[src/rtl/fetch_pc.sv]
// Fetch PC and IF/ID pipeline register: next-PC selection (branch, jump, register
// jump) with a delay slot, driving instruction-memory address and decode-stage latches.
module fetch_pc #(
  parameter logic [31:0] PC_RESET = 32'h0000_3000
) (
  input  logic        clk,
  input  logic        reset,
  input  logic        stall,
  input  logic [31:0] instr_f,
  input  logic [1:0]  npc_sel,
  input  logic        cmp_out,
  input  logic [31:0] rs_d,
  output logic [31:0] pc_f,
  output logic [31:0] instr_d,
  output logic [31:0] pc_d,
  output logic [31:0] pc8_d,
  output logic        redirect
);

  localparam logic [1:0] NpcSeq    = 2'd0;
  localparam logic [1:0] NpcBranch = 2'd1;
  localparam logic [1:0] NpcJump   = 2'd2;
  localparam logic [1:0] NpcJreg   = 2'd3;

  logic [31:0] pc_f_q, pc_f_d;
  logic [31:0] pc_d_q, pc_d_d;
  logic [31:0] instr_d_q, instr_d_d;

  logic [31:0] pc_seq;
  logic [31:0] pc_d_plus4;
  logic [31:0] br_offset;
  logic [31:0] br_target;
  logic [31:0] j_target;
  logic [31:0] npc;

  assign pc_seq     = pc_f_q + 32'd4;
  assign pc_d_plus4 = pc_d_q + 32'd4;
  // Sign-extend imm16 to 32 bits first, then scale to a word offset.
  assign br_offset  = {{14{instr_d_q[15]}}, instr_d_q[15:0], 2'b00};
  assign br_target  = pc_d_plus4 + br_offset;
  assign j_target   = {pc_d_plus4[31:28], instr_d_q[25:0], 2'b00};

  always_comb begin
    npc      = pc_seq;
    redirect = 1'b0;
    case (npc_sel)
      NpcSeq: begin
        npc      = pc_seq;
        redirect = 1'b0;
      end
      NpcBranch: begin
        if (cmp_out) begin
          npc      = br_target;
          redirect = 1'b1;
        end
      end
      NpcJump: begin
        npc      = j_target;
        redirect = 1'b1;
      end
      NpcJreg: begin
        npc      = rs_d;
        redirect = 1'b1;
      end
      default: begin
        npc      = pc_seq;
        redirect = 1'b0;
      end
    endcase
  end

  // Stall holds everything; the branch in ID stays there and is re-evaluated later.
  always_comb begin
    pc_f_d    = pc_f_q;
    pc_d_d    = pc_d_q;
    instr_d_d = instr_d_q;
    if (!stall) begin
      pc_f_d    = npc;
      pc_d_d    = pc_f_q;
      instr_d_d = instr_f;
    end
  end

  always_ff @(posedge clk) begin
    if (reset) begin
      pc_f_q    <= PC_RESET;
      pc_d_q    <= PC_RESET;
      instr_d_q <= 32'h0;
    end else begin
      pc_f_q    <= pc_f_d;
      pc_d_q    <= pc_d_d;
      instr_d_q <= instr_d_d;
    end
  end

  assign pc_f    = pc_f_q;
  assign pc_d    = pc_d_q;
  assign instr_d = instr_d_q;
  assign pc8_d   = pc_d_q + 32'd8;

endmodule

[config.mk]
export PLATFORM = sky130hd
export DESIGN_NAME = fetch_pc
export DESIGN_NICKNAME = d
export VERILOG_FILES = /design/src/rtl/fetch_pc.sv
export SDC_FILE = /design/constraint.sdc
export NUM_CORES = 1
export LEC_CHECK = 0
export CORE_UTILIZATION = 25
export DETAILED_ROUTE_END_ITERATION = 16
export DONT_BUFFER_PORTS = 1
export GPL_ROUTABILITY_DRIVEN = 1
export PLACE_DENSITY = 0.49
export SYNTH_ARGS = -nofsm -noshare
export SYNTH_HDL_FRONTEND = slang
export SYNTH_SLANG_ARGS = --single-unit
[constraint.sdc]
create_clock -name clk -period 9.55 [get_ports clk]
set_input_delay 0.4775 -clock clk [delete_from_list [all_inputs] [get_ports clk]]
set_output_delay 0.4775 -clock clk [all_outputs]
set_load 0.05 [all_outputs]
Yosys cells after proc, flatten, opt, wreduce, memory -nomap -nowiden
Index checks and enable logic that the tools add are counted.
{"block": "classes", "n_addsub": 4, "reduce_logical": 2, "n_eq_ne": 3, "n_mux": 4}
{"op": "$pmux 32 s4", "count": 1}
{"op": "$add 32x3->32 const B", "count": 2}
{"op": "$add 32x32->32", "count": 1}
{"op": "$add 32x4->32 const B", "count": 1}
{"op": "$mux 32", "count": 1}
{"op": "$eq 2x2->1 const B", "count": 2}
{"op": "$pmux 1 s3", "count": 1}
{"op": "$eq 2x1->1 const B", "count": 1}
{"op": "$logic_not 2->1", "count": 1}
{"op": "$reduce_or 2->1", "count": 1}
{"op": "$mux 1", "count": 1}
{"block": "word_totals", "output_inout_bits": 129, "inputBits": 70, "register_bits": 96}

Longest topological paths before layout
{"block": "logic_depth", "word_depth": 4, "ltp_mapped": 16}

Worst setup path before layout
Ideal clock, no wire load.
{"block": "synth_path", "path_type": "register to register", "startpoint": "register pc_d_q[2] (netlist: pc_d[2])", "endpoint": "register pc_f_q[23] (netlist: pc_f[23])", "arrival_ns": 3.973, "synth_period_minus_slack_ns": 4.101, "required_ns": 9.422, "setup_slack_ns": 5.449, "path_stages_with_launch": 15, "path_buffers": 0, "cell_sequence": "dfxtp_1 > ha_1 > nand3_1 > or3_1 > or2_2 > nor2_1 > xor2_1 > ha_1 > and2_1 > a221o_1 > or2_1 > o21ai_1 > xnor2_1 > a2111oi_0 > nor2_1"}
{"block": "synth_between", "elab_chain_len": 4}
{"item": "start: declaration", "line_no": "26", "text": "logic [31:0] pc_d_q, pc_d_d;"}
{"item": "start signal: assignment", "line_no": "91", "text": "pc_d_q <= pc_d_d;"}
{"item": "$add 32x3->32", "line_no": "37", "text": "assign pc_d_plus4 = pc_d_q + 32'd4;"}
{"item": "$add 32x32->32", "line_no": "40", "text": "assign br_target = pc_d_plus4 + br_offset;"}
{"item": "$mux 32", "line_no": "52", "text": "if (cmp_out) begin"}
{"item": "$pmux 32 s4", "line_no": "46", "text": "case (npc_sel)"}
{"item": "end signal: assignment", "line_no": "90", "text": "pc_f_q <= pc_f_d;"}
{"item": "end: declaration", "line_no": "25", "text": "logic [31:0] pc_f_q, pc_f_d;"}
Every way passes these cells.
A chain may end at the register's enable or synchronous reset.

Worst setup path in the final report
{"block": "layout_path", "startpoint": "register pc_d_q[5] (netlist: pc_d[5])", "endpoint": "register pc_f_q[23] (netlist: pc_f[23])"}
Same word-level chain as after synthesis.

==> results.ini <==
[setup_path]
crit_fanout = 9
max_stage_delay_ns = 0.91
path_cells = nand3_1, or3_1, or2_2, nor2_1, xor2_1, ha_1, and2_1, a221o_1, or2_1, o21ai_1, xnor2_1, a2111oi_0, nor2_1
setup.worst_path.class = register to register
crit_top_cell = nor2_1
start_kind = register
cp_top_family = simple AND/OR/NAND/NOR gates
crit_cells = 13
critical_path.slowest_cell = dfxtp_1
arrival_ns = 5.00
end_kind = register
reg2reg_depth = 13
path_buf_inv = 0
worst_ep_required_time_ns = 9.79

[routing]
firstDrtPassIters = 6
wl_per_cell_um = 22.2
initialDrtViolationCount = 452
drt-total-wl_um = 29700
num_vias = 7212
vias_per_cell = 5.38
ant_nets = 0
remaining_drc_errors = 0

[final_layout]
final_common_cell = nor2_1
stdcell_area_um2 = 8230
drive_gt1_share_pct = 5.91
final_cell_mix = nor2_1 (130), nand2_1 (101), dfxtp_1 (95)
fillers = 3273
instances_no_fill = 1340
area_growth_syn_to_layout_pct = 6.51
nets = 1052

[clocking]
clkTransAtPathRegs_ns = 0.07
postCtsSetupBuffers = 0
cts_resized = 0
cts_buffer_depth = 2
cts_buffers = 9
clock-root-buffer = clkbuf_16
cts_sinks = 96
cts-hold-fix-buffers = 0
clk_latency_ns = 0.36
cts_tree = done
htree_num_levels = 3

[pwr]
p_leak_uw = 0.00332
intPower_uw = 677
seq_power_share_pct = 50.0
powerDensity_nw_per_um2 = 132
p_total_uw = 1080
p_comb_share_pct = 16.3
ir_drop_mv = 0.0748
power_switching_uw = 407
clock_power_share_pct = 33.7
switching_share_pct = 37.6

[placement]
placed_cells = 1322
gp_congestion = 0.870
placed_cell_area_um2 = 7940
dp_hpwl_um = 22100
io_buffer_count = 0

[yosys]
ys_ff_latch = 96
syn_area_um2 = 7730
yosysTopAreaCell = dfxtp_1
synth_nets = 1090
synth-seq-area-share_pct = 24.9
synthArstFlopShare_pct = 0
postSynthCellCount = 981
synthFlopType = dfxtp_1
synth_cell_types = 83
yosys_warnings = 0
synthTopCellsByArea = dfxtp_1 (25%), mux2i_1 (9.2%), nor2_1 (6.3%)
postSynthAreaPerCell_um2 = 7.88
synth_edf_count = 0
yosysTopAreaCellShare_pct = 24.9

[sta]
period_minus_slack_ns = 4.76
setup_tns_ns = 0
setup_viol = 0
tightest_slew_ns = 1.08
clock_skew_ns = 0.00783
post-route-period-util_pct = 49.8
drv_slew = 0
rsz0062_at_grt = no
relSlewSlack_pct = 27.4
hold_violations = 0
max_freq_mhz = 210

[global_routing]
grt.overflow.total = 0
grt_max_degree = 95
grt_pass1_wl_um = 44200
grt_pass1_vias = 6944
grt_usage_pct = 18.8
antenna_found_initial = 2

[outcome]
outcome = completed

[die]
ioPinCount = 199
die_y_um = 178
fp.dieArea_um2 = 31600
core_um2 = 30000
start_util_pct = 25.7
die_w_um = 178
rows = 63

[min_path]
hold_path_depth = 1
hp-class = input pin to register

[job]
maxCapViolations = 0

area by class of cell:
type / count / area [um2] / area share [%]
well taps: 390 / 488 / 5.93
clock inverters: 6 / 45.0 / 0.547
repair buffers: 16 / 120 / 1.46
diodes: 2 / 5.00 / 0.0608
clock buffers: 10 / 239 / 2.90
inverters: 19 / 71.3 / 0.867
flip-flops and latches: 96 / 1920 / 23.4
multi-input cells: 801 / 5340 / 64.9
worst paths after layout:
path,from,endpoint,slack [ns]
min,reset,pc_f[1]$_SDFFE_PP0P_,0.18
min reg2reg,pc_f[1]$_SDFFE_PP0P_,pc_f[1]$_SDFFE_PP0P_,0.77
max reg2reg,pc_d[5]$_SDFFE_PP0N_,pc_f[23]$_SDFFE_PP0N_,4.79
max,pc_d[5]$_SDFFE_PP0N_,pc_f[23]$_SDFFE_PP0N_,4.79
per-layer routing:
| layer | global-route usage, % | vias up | part of all wire, % |
|---|---|---|---|
| li1 | - | 3450 | - |
| met1 | 25.5 | 3443 | 46 |
| met2 | 29.8 | 292 | 45 |
| met3 | 4.09 | 27 | 7.5 |
| met4 | 5.16 | 0 | 1.6 |
| met5 | 0 | - | 0 |
worst register-to-register path, cell delays in order (launching register included):
cell,delay [ns]
dfxtp_1,0.91
nand3_1,0.44
or3_1,0.53
or2_2,0.34
nor2_1,0.13
xor2_1,0.26
ha_1,0.32
and2_1,0.19
a221o_1,0.37
or2_1,0.27
o21ai_1,0.22
xnor2_1,0.12
a2111oi_0,0.46
nor2_1,0.07
cells in the mapped netlist, types with 4 or more instances:
cell type	count
a211oi_1	9
a21o_1	9
a21oi_1	65
a221oi_1	5
a22o_1	4
a31oi_1	13
a32oi_1	4
and2_1	9
and3_1	15
buf_1	14
buf_4	4
buf_6	5
clkbuf_1	31
clkbuf_8	6
dfxtp_1	96
ha_1	38
inv_1	18
mux2i_1	71
nand2_1	101
nand3_1	34
nand4_1	26
nor2_1	130
nor3_1	12
nor4_1	5
o211ai_1	5
o21a_1	9
o21ai_0	53
o21ai_1	4
o221ai_1	7
o31ai_1	5
or2_2	4
xnor2_1	51
xor2_1	41
logic make-up after synthesis:
family | after synthesis | share of synthesized area (%)
compound gates | 231 | 19.3
xor+xnor | 93 | 10.6
fa+ha+maj | 39 | 6.41
buf+inv | 84 | 6.10
flops | 96 | 24.9
mux | 74 | 9.93
simple gates | 364 | 22.7
sequential cells by signal, summed over array words and instances, names as in the netlist:
register / cells
instr_d: 32
pc_d: 32
pc_f: 32
per-stage QoR:
step | hold slack, ns | util (%) | worst slack [ns]
2_1_floorplan | 0.621 | - | 5.45
3_3_place_gp | 0.553 | 26.4 | 4.93
3_5_place_dp | 0.555 | 26.4 | 4.84
4_1_cts | 0.162 | 27.4 | 4.84
5_1_grt | 0.156 | 27.4 | 4.43
6_report | 0.177 | 27.4 | 4.79
power groups by stage:
stage	registers (uW)	logic, uW	clock network, uW
finish	542	176	366
global route	546	194	392
CTS	542	176	380
detailed placement	552	175	0
global placement	552	174	0
floorplan	527	162	0
No activity file was read; power rests on OpenSTA's default activity.
